`src/rtl/mem_bus_arbiter.sv`:
```
// rtl/mem_bus_arbiter.sv - two-master round-robin arbiter onto one shared memory port
//
// Purpose: grants m0 (instruction fetch) or m1 (load/store) access to a single
// memory port with one transaction outstanding, and returns a one-cycle response
// pulse carrying read data or a timeout error.
//
// Ports:
//   CLK100MHZ, ck_rst          clock, synchronous active-low reset
//   mN_req_valid/ready         master request handshake (ready only in IDLE)
//   mN_req_addr/wdata/wstrb    master request fields, wstrb==0 means read
//   mN_resp_valid/rdata/err    one-cycle response pulse to the owner
//   s_req_valid/ready          shared memory request handshake
//   s_req_addr/wdata/wstrb     latched request fields, stable while in REQ
//   s_resp_valid/rdata         shared memory response (honoured only in WAIT)
//   busy                       transaction in flight (REQ or WAIT)
//   grant_id                   current or last owner
//   err_count                  saturating timeout count
module mem_bus_arbiter #(
   parameter int ADDR_W  = 32,
   parameter int DATA_W  = 32,
   parameter int STRB_W  = DATA_W / 8,
   parameter int TIMEOUT = 64
) (
   input  logic              CLK100MHZ,
   input  logic              ck_rst,
   input  logic              m0_req_valid,
   output logic              m0_req_ready,
   input  logic [ADDR_W-1:0] m0_req_addr,
   input  logic [DATA_W-1:0] m0_req_wdata,
   input  logic [STRB_W-1:0] m0_req_wstrb,
   output logic              m0_resp_valid,
   output logic [DATA_W-1:0] m0_resp_rdata,
   output logic              m0_resp_err,
   input  logic              m1_req_valid,
   output logic              m1_req_ready,
   input  logic [ADDR_W-1:0] m1_req_addr,
   input  logic [DATA_W-1:0] m1_req_wdata,
   input  logic [STRB_W-1:0] m1_req_wstrb,
   output logic              m1_resp_valid,
   output logic [DATA_W-1:0] m1_resp_rdata,
   output logic              m1_resp_err,
   output logic              s_req_valid,
   input  logic              s_req_ready,
   output logic [ADDR_W-1:0] s_req_addr,
   output logic [DATA_W-1:0] s_req_wdata,
   output logic [STRB_W-1:0] s_req_wstrb,
   input  logic              s_resp_valid,
   input  logic [DATA_W-1:0] s_resp_rdata,
   output logic              busy,
   output logic              grant_id,
   output logic [7:0]        err_count
);

   typedef enum logic [1:0] {IDLE, REQ, WAIT} state_t;

   localparam logic [7:0] TIMEOUT_CNT = TIMEOUT[7:0];

   state_t            state, state_next;
   logic              last_grant;
   logic [7:0]        cnt;
   logic              resp_valid0, resp_valid1, resp_err;
   logic [DATA_W-1:0] resp_rdata;

   logic winner, accept, complete, timeout_hit;

   always_comb begin
      // Tie goes to the master that did not win last; a lone requester always wins.
      if (m0_req_valid && m1_req_valid) winner = ~last_grant;
      else                              winner = m1_req_valid;
      // Gating with ck_rst keeps ready low during a reset cycle.
      accept      = (state == IDLE) && ck_rst && (m0_req_valid || m1_req_valid);
      complete    = (state == WAIT) && s_resp_valid;
      // A completion arriving on the deadline cycle beats the timeout.
      timeout_hit = (state != IDLE) && (cnt == TIMEOUT_CNT) && !complete;
   end

   always_ff @(posedge CLK100MHZ) begin
      if (!ck_rst) state <= IDLE;
      else         state <= state_next;
   end

   always_comb begin
      state_next = state;
      case (state)
         IDLE: if (accept) state_next = REQ;
         REQ: begin
            if (timeout_hit)      state_next = IDLE;
            else if (s_req_ready) state_next = WAIT;
         end
         WAIT: if (complete || timeout_hit) state_next = IDLE;
         default: state_next = IDLE;
      endcase
   end

   always_ff @(posedge CLK100MHZ) begin
      if (!ck_rst) begin
         last_grant  <= 1'b1;
         grant_id    <= 1'b0;
         cnt         <= 8'd0;
         err_count   <= 8'd0;
         resp_valid0 <= 1'b0;
         resp_valid1 <= 1'b0;
         resp_err    <= 1'b0;
         resp_rdata  <= '0;
         s_req_addr  <= '0;
         s_req_wdata <= '0;
         s_req_wstrb <= '0;
      end else begin
         resp_valid0 <= 1'b0;
         resp_valid1 <= 1'b0;
         if (accept) begin
            grant_id    <= winner;
            last_grant  <= winner;
            cnt         <= 8'd0;
            s_req_addr  <= winner ? m1_req_addr  : m0_req_addr;
            s_req_wdata <= winner ? m1_req_wdata : m0_req_wdata;
            s_req_wstrb <= winner ? m1_req_wstrb : m0_req_wstrb;
         end else if (state != IDLE && cnt != 8'hFF) begin
            cnt <= cnt + 8'd1;
         end
         if (complete) begin
            resp_valid0 <= ~grant_id;
            resp_valid1 <= grant_id;
            resp_err    <= 1'b0;
            resp_rdata  <= s_resp_rdata;
         end else if (timeout_hit) begin
            resp_valid0 <= ~grant_id;
            resp_valid1 <= grant_id;
            resp_err    <= 1'b1;
            resp_rdata  <= '0;
            if (err_count != 8'hFF) err_count <= err_count + 8'd1;
         end
      end
   end

   assign m0_req_ready  = accept && !winner;
   assign m1_req_ready  = accept && winner;
   assign m0_resp_valid = resp_valid0;
   assign m1_resp_valid = resp_valid1;
   assign m0_resp_err   = resp_err;
   assign m1_resp_err   = resp_err;
   assign m0_resp_rdata = resp_rdata;
   assign m1_resp_rdata = resp_rdata;
   assign s_req_valid   = (state == REQ);
   assign busy          = (state != IDLE);

endmodule

```
`config.mk`:
```
export PLATFORM = sky130hd
export DESIGN_NAME = mem_bus_arbiter
export DESIGN_NICKNAME = d
export VERILOG_FILES = /design/src/rtl/mem_bus_arbiter.sv
export SDC_FILE = /design/constraint.sdc
export NUM_CORES = 1
export LEC_CHECK = 0
export CORE_MARGIN = 10
export CORE_UTILIZATION = 40
export DETAILED_ROUTE_END_ITERATION = 12
export PLACE_DENSITY_LB_ADDON = 0.1
export SLEW_MARGIN = 0
export SYNTH_ARGS = -nofsm -noshare
export SYNTH_HDL_FRONTEND = slang
export SYNTH_SLANG_ARGS = --single-unit
```
`constraint.sdc`:
```
create_clock -name CLK100MHZ -period 4.7 [get_ports CLK100MHZ]
set_input_delay 0.47 -clock CLK100MHZ [delete_from_list [all_inputs] [get_ports CLK100MHZ]]
set_output_delay 0.47 -clock CLK100MHZ [all_outputs]
set_load 0.005 [all_outputs]
```
== After elaboration in Yosys (flattened, before gate mapping) ==
Cells that the tools add are included.

* Logic and storage cells: 61
* Output and inout bits: 149
* Register bits: 123

* Bitwise operators: 4
* Add/sub/neg operators: 2
* Equal/unequal tests: 8
* Multiplexer cells: 15
* Reduce and logical (&&, ||, !) cells: 20

{| class="wikitable"
|+ Operator list
! kind !! number
|-
| $mux W32 || 4
|-
| $add A8 B1 Y8 const B || 2
|-
| $ne A8 B8 Y1 const B || 2
|-
| $logic_and A1 B1 Y1 || 9
|-
| $eq A8 B7 Y1 const B || 1
|-
| $mux W2 || 4
|-
| $pmux W2 S3 || 1
|-
| $reduce_and A3 Y1 || 2
|-
| $mux W1 || 5
|-
| $mux W4 || 1
|-
| $not A1 Y1 || 4
|-
| $reduce_bool A2 Y1 || 2
|-
| $reduce_or A2 Y1 || 2
|-
| $ne A3 B1 Y1 const B || 1
|-
| $eq A2 B1 Y1 const B || 1
|-
| $eq A2 B2 Y1 const B || 1
|-
| $logic_not A1 Y1 || 2
|-
| $logic_not A2 Y1 || 1
|-
| $logic_or A1 B1 Y1 || 2
|-
| $ne A2 B1 Y1 const B || 1
|-
| $ne A2 B2 Y1 const B || 1
|}

== Logic depth before layout (Yosys ltp) ==
* Depth in word-level cells: 7
* Depth in mapped cells: 7
* Depth with buffers taken out: 6

== Least setup slack after synthesis ==
OpenSTA, ideal clock, no wires.

* Path kind: reg2out
* Start point: register state[1]
* End point: output m1_req_ready
* Arrival: 1.308 ns
* Slack: 2.922 ns
* Stages on the path, launching flop included: 6
* Path buffers: 2
* Data required time: 4.230 ns
* Cell sequence: dfxtp_1 or2_1 buf_2 nor3_4 and2_1 buf_2

* Word-level cells in the longest chain between the ends: 4

{| class="wikitable"
|+ RTL lines
! element !! RTL line !! source
|-
| from (decl) || 58 || <nowiki>state_t state, state_next;</nowiki>
|-
| from (signal assigned) || 79 || <nowiki>else state <= state_next;</nowiki>
|-
| $logic_not A2 Y1 || 71 || <nowiki>accept = (state == IDLE) && ck_rst && (m0_req_valid || m1_req_valid);</nowiki>
|-
| $logic_and A1 B1 Y1 (2 in series) || 71 ||
|-
| $logic_and A1 B1 Y1 || 137 || <nowiki>assign m1_req_ready = accept && winner;</nowiki>
|-
| to (decl) || 35 || <nowiki>output logic m1_req_ready,</nowiki>
|}

No other way between the ends.

== Worst setup path after layout ==
* Start point: input ck_rst
* End point: output m0_req_ready

* Word-level cells in the longest chain between the ends: 3

{| class="wikitable"
|+ RTL lines
! element !! RTL line !! source
|-
| from (decl) || 25 || <nowiki>input logic ck_rst,</nowiki>
|-
| $logic_and A1 B1 Y1 (2 in series) || 71 ||
|-
| $logic_and A1 B1 Y1 || 136 || <nowiki>assign m0_req_ready = accept && !winner;</nowiki>
|-
| to (decl) || 27 || <nowiki>output logic m0_req_ready,</nowiki>
|}

No other way between the ends.

==> impl_metrics.json <==
{
  "status": "finished, final reports clean",
  "fin_skew_ns": 0.006099,
  "finalHoldViolCount": 0,
  "rows": 41,
  "cp_slowest_stage_delay_ns": 0.57,
  "final_core_util": 0.7022,
  "place.gp.congestion": 0.8289,
  "p_per_area_nw_per_um2": 344.4,
  "dieWidth_um": 134.0,
  "cts_sinks": 123,
  "setup-tns-final_ns": 0,
  "syn_nets": 709,
  "tightest_slew_ns": 1.245,
  "crit_buf_inv": 5,
  "multiInputGateArea_um2": 2303,
  "setup_violations": 0,
  "pre_cts_ws_ns": 1.260,
  "fmax_mhz": 288.2,
  "r2r-end": "m0_resp_rdata[25]",
  "finalCritPeriodShare": 0.7383,
  "maxCapViolations": 0,
  "clkTransAtPathRegs_ns": 0.05,
  "ys_seq_area_frac": 0.4735,
  "die_h_um": 134.0,
  "grt_pass1_wl_um": 29120,
  "cts_buffers": 17,
  "synth-edff-count": 0,
  "cts_tree": "done",
  "drtIter0Drc": 245,
  "avgRoutedWirePerCell_um": 19.20,
  "ctsHoldBuffers": 0,
  "path_max_fanout": 60,
  "synth_ff_type": "dfxtp_1",
  "synth.area.top_cells": "dfxtp_1 47%, mux2i_1 12%, a22o_1 5.4%, a211oi_1 5.2%, buf_4 4.8%",
  "grt_max_degree": 73,
  "cp-endpoint": "m0_req_ready",
  "reg2reg_slack_ns": 2.31,
  "endpoint_kind": "primary output",
  "fin_ws_ns": 1.230,
  "ir_worst_vdd_mv": 0.2297,
  "insertion_delay_ns": 0.41,
  "design.die.area_um2": 17960,
  "io_buffers": 322,
  "io_pins": 323,
  "yosys.cell_count.top_type": "dfxtp_1",
  "yosys_warnings": 0,
  "ff_latch_area_um2": 2462,
  "fin_nets": 983,
  "yosysTopAreaCellShare": 0.4735,
  "grt_overflow": 0,
  "ys_ff_latch": 123,
  "antenna_left": 0,
  "timing.critical_path.from": "ck_rst",
  "required_ns": 4.23,
  "start_kind": "input port",
  "fill_cells": 956,
  "coreArea_um2": 12670,
  "grt_pass1_vias": 5266,
  "cts.repair.resized": 0,
  "reg2reg_depth": 6,
  "worstSetupPathType": "input port to primary output",
  "slew_headroom": 0.1691,
  "synthCells": 532,
  "htreeDepth": 4,
  "cts_root_buf": "clkbuf_16",
  "async_flop_share": 0,
  "p_leak_nw": 3.301,
  "crit_chain": "clkdlybuf4s50_1 > buf_4 > inv_1 > or3_1 > buf_4 > nor2_2 > clkdlybuf4s50_1",
  "path_delay_family": "buffers and inverters",
  "dp_hpwl_um": 15260,
  "synth_common_cells": "123 x dfxtp_1, 63 x mux2i_1, 53 x nor2_1",
  "area_delta_synth_final_pct": 71.10,
  "critPathSlowestCell": "clkdlybuf4s50_1",
  "synthesis.area_um2": 5200,
  "viasPerCell": 5.042,
  "cp_num_cells": 7,
  "clk_path_buf_depth": 2,
  "first_pass_iters": 4,
  "gr-usage-all-layers": 0.2039,
  "drc": 0,
  "num_vias": 4997,
  "worstPathArrival_ns": 3.00,
  "start_util": 0.4104,
  "reg2reg_from": "cnt[0]",
  "post_cts_buffers": 0,
  "hold_class": "register to register",
  "instances_no_fill": 991,
  "final_layout_size_suffix_gt1_frac": 0.05006,
  "synth.largest_area_cell": "dfxtp_1",
  "layout_min_cycle_time_ns": 3.470,
  "report.final.slew_viol_count": 0,
  "antenna_found_initial": 0,
  "rsz0062_at_grt": "false",
  "diodes": 0,
  "avgSynthCellArea_um2": 9.774,
  "wl_um": 19020,
  "dp_cells": 959,
  "synth_cell_types": 47
}
## layout by cell type, fill, tap and decap left out, types with 3 or more instances in the layout
| master | netlist | layout |
|---|---|---|
| a211oi_1 | 36 | 36 |
| a21oi_1 | 10 | 10 |
| a221o_1 | 6 | 6 |
| a22o_1 | 32 | 32 |
| and3_1 | 9 | 9 |
| buf_4 | 33 | 5 |
| bufinv_16 | 0 | 4 |
| clkbuf_1 | 17 | 3 |
| clkbuf_16 | 0 | 17 |
| clkdlybuf4s50_1 | 0 | 322 |
| clkinvlp_4 | 0 | 3 |
| dfxtp_1 | 123 | 123 |
| ha_1 | 3 | 3 |
| inv_1 | 7 | 7 |
| mux2i_1 | 63 | 63 |
| nand2_1 | 7 | 7 |
| nand3_1 | 30 | 30 |
| nand4_1 | 4 | 4 |
| nor2_1 | 53 | 51 |
| nor2_2 | 1 | 3 |
| nor3_1 | 4 | 4 |
| o211ai_1 | 3 | 3 |
| o21ai_0 | 32 | 32 |
| o31ai_1 | 5 | 5 |
| or3_1 | 5 | 5 |
| or4_1 | 4 | 4 |
## report_power, final
part | internal [mW] | leakage (nW) | total [mW] | switching [mW]
combinational | 0.333 | 2.00 | 0.538 | 0.205
clock | 0.916 | 0.297 | 1.37 | 0.453
sequential | 1.12 | 1.01 | 1.16 | 0.0412
## cell type report
cell class              count  share of cell area
clock inverters            10             0.01856
repair buffers            327              0.3665
inverters                   7            0.002953
clock buffers              22             0.05217
well taps                 172             0.02419
flip-flops and latches    123              0.2768
multi-input cells         330              0.2589
## worst reg2reg max path, stage by stage, from the launching register on
cell     delay [ns]
dfxtp_1        0.34
inv_1          0.07
ha_1           0.20
and3b_1        0.21
and3_1         0.24
nor2_2         0.96
a22o_1         0.30
## per-layer routing
metal  vias up  GRT usage  share of wire
met4         0    0.06046          0.015
met3        20     0.1113           0.12
met1      2267     0.2014           0.36
li1       2477          -              -
met5         -          0              0
met2       233     0.3599           0.50
## logic make-up (layout without fill, tap and decap cells)
logic type / after synthesis / after routing / synth area share
AO/OA/AOI/OAI: 133 / 133 / 0.1829
AND/OR/NAND/NOR: 128 / 128 / 0.1234
flip-flops: 123 / 123 / 0.4735
buffers and inverters: 79 / 366 / 0.08662
multiplexers: 63 / 63 / 0.1213
adder cells (fa/ha/maj): 3 / 3 / 0.007219
XOR/XNOR: 3 / 3 / 0.005054
## stage by stage
step,instance area [µm²],power [mW],hold slack (ns)
final,8897,3.064,0.4637
after detailed placement,8268,1.721,0.4535
after CTS,8897,3.095,0.4619
after global placement,8268,1.711,0.4296
after global routing,8897,3.195,0.4860
after floorplan,5200,1.373,0.4286
## state kept, by name, summed over array words and instances, names as in the netlist
name,count
m0_resp_rdata,32
s_req_addr,32
s_req_wdata,32
cnt,8
err_count,8
s_req_wstrb,4
state,2
grant_id,1
last_grant,1
m0_resp_err,1
m0_resp_valid,1
m1_resp_valid,1
## worst min-delay path by stage
stage / from / end / slack, ns / depth (start not counted)
final: grant_id / m0_resp_valid / 0.46 / 1
after global routing: grant_id / m0_resp_valid / 0.49 / 1
after CTS: grant_id / m0_resp_valid / 0.46 / 1
after detailed placement: grant_id / m0_resp_valid / 0.45 / 1
after global placement: grant_id / m0_resp_valid / 0.43 / 1
after floorplan: grant_id / m0_resp_valid / 0.43 / 1
Power figures use the tool's default switching activity.
==> RTL edit, RTL diff (config.mk and constraints unchanged) <==
Make the reset (`ck_rst`) asynchronous in 2 clocked blocks. Comments in the files are not updated.
--- a/src/rtl/mem_bus_arbiter.sv
+++ b/src/rtl/mem_bus_arbiter.sv
@@ -74,7 +74,7 @@
       timeout_hit = (state != IDLE) && (cnt == TIMEOUT_CNT) && !complete;
    end
 
-   always_ff @(posedge CLK100MHZ) begin
+   always_ff @(posedge CLK100MHZ or negedge ck_rst) begin
       if (!ck_rst) state <= IDLE;
       else         state <= state_next;
    end
@@ -92,7 +92,7 @@
       endcase
    end
 
-   always_ff @(posedge CLK100MHZ) begin
+   always_ff @(posedge CLK100MHZ or negedge ck_rst) begin
       if (!ck_rst) begin
          last_grant  <= 1'b1;
          grant_id    <= 1'b0;
Behaviour: differs if ck_rst is asserted again (counterexample within 4 cycles, from zero or initial values and one cycle with ck_rst low); with ck_rst held inactive, the same outputs for 10 cycles.
==> RTL edit against the unedited design <==
  * Clock skew up 0.0014 ns
  * Final area rose by 4.0%
  * Area after synthesis rose by 9.4%
  * Critical path type unchanged
  * Setup slack gained 0.15 ns
  * Wire length rose by 1.5%
  * Sequential cell count unchanged
Power is not compared: it rests on default switching activity, and its combinational part moved more than twofold at a synthesized area within 25%.
==> RTL edit: results (changes against the unedited design) <==
met1 Use GR=19.3% (-0.86 points); share of cells above drive strength 1=5.38% (+0.37 points); WHS Endpoint=s_req_wdata[2]$_DFFE_PN0P_; Unique masters post-synth=46 (-2.1%); top post-synthesis cells by area=dfrtp_1 54%, mux2i_1 12%, o21ai_1 5.4%, a22o_1 4.9%, nand2_1 4.8%; Ys Warns=0 (unchanged); r2r setup slk=2.29 ns (-0.02 ns); Num CTS Buffers=17 (unchanged); Post-DP Area=0.00872 sq mm (+5.5%); GRT Util Overall=19.5% (-0.86 points); Hold Crit Depth=2 (+1); initial drt markers=247 (+0.82%); first-pass GRT wire length=30.0 mm (+2.9%); capturing point of the worst reg2reg path=s_req_addr[8]$_DFFE_PN0P_; fraction of registers with async set/reset=100% (+100 points); Crit Reg-Reg Startpoint=last_grant$_DFFE_PN1P_; M3 GR Usage=10.6% (-0.55 points); Nets=967 (-1.6%); Syn Nets=685 (-3.4%); GRT met2 Usage=33.9% (-2.0 points); run status=completed; buffer count from post-CTS setup fixing=0 (unchanged); crit-path max FO=69 (+15%); Worst Skew=0.00747 ns (+0.00137 ns); Via density=4.99 (-1.1%); worst-case reg-to-reg path depth=4 (-2); Worst Hold Launch=s_req_wdata[2]$_DFFE_PN0P_; routability cong.=0.798 (-3.8%); hold_buf cts=1 (+1); most frequent cells after synthesis=122 x dfrtp_1, 73 x nand2_1, 70 x mux2i_1, 61 x o21ai_1, 33 x buf_4; largest net degree at the start of global routing=77 (+5.5%); Avg WL per Cell=19.7 microns (+2.6%); sequential element share of the synthesized area=54.1% (+6.8 points)
-- RTL edit: cell count changes in the layout (fill, tap and decap cells not counted), sizes merged, moves of 5 or more --
cell,delta
mux2i,+7
a211oi,-36
and3,-7
dfrtp,+122
a21oi,-7
nand3,-23
clkbuf,+5
a221o,-6
dfxtp,-123
nor2,-40
nand2,+66
o21ai,+41
-- RTL edit: through the flow --
stage          setup slack (ns)  utilization, %  hold slack (ns)  std cells  power (mW)
6_report                   1.38            66.7            0.478        980        5.20
5_1_grt                    1.16            66.7            0.506        980        5.54
4_1_cts                    1.33            66.7            0.485        980        5.28
3_5_place_dp               1.66            62.8            0.441        950        4.09
3_3_place_gp               1.75            62.8            0.438        950        4.03
2_1_floorplan              2.91               -            0.174        508        2.72
-- RTL edit: power by group --
| part | internal (mW) | leakage [nW] | switching (mW) |
|---|---|---|---|
| logic | 1.37 | 2.28 | 0.850 |
| clock network | 0.732 | 0.259 | 0.425 |
| registers | 1.51 | 1.55 | 0.314 |
-- RTL edit: kinds of logic after synthesis --
family | synth area share (%)
buffers and inverters | 8.25
XOR/XNOR | 0.924
flip-flops | 54.1
adder cells (fa/ha/maj) | 0.660
AND/OR/NAND/NOR | 9.90
AO/OA/AOI/OAI | 13.4
multiplexers | 12.7
-- RTL edit: layer usage --
metal  up-vias  routed length, microns
li1       2315                       -
met1      2302                    6970
met2       239                    9820
met3        32                    2150
met4         0                     369
met5         -                       0
-- RTL edit: area by class of cell --
cell class | instances | area [sq um]
flip-flops and latches | 123 | 3080
inverters | 4 | 15.0
fillers | 1090 | 4630
well taps | 180 | 225
repair buffers | 327 | 3260
clock buffers | 27 | 513
multi-input cells | 317 | 2150
clock inverters | 2 | 10.0
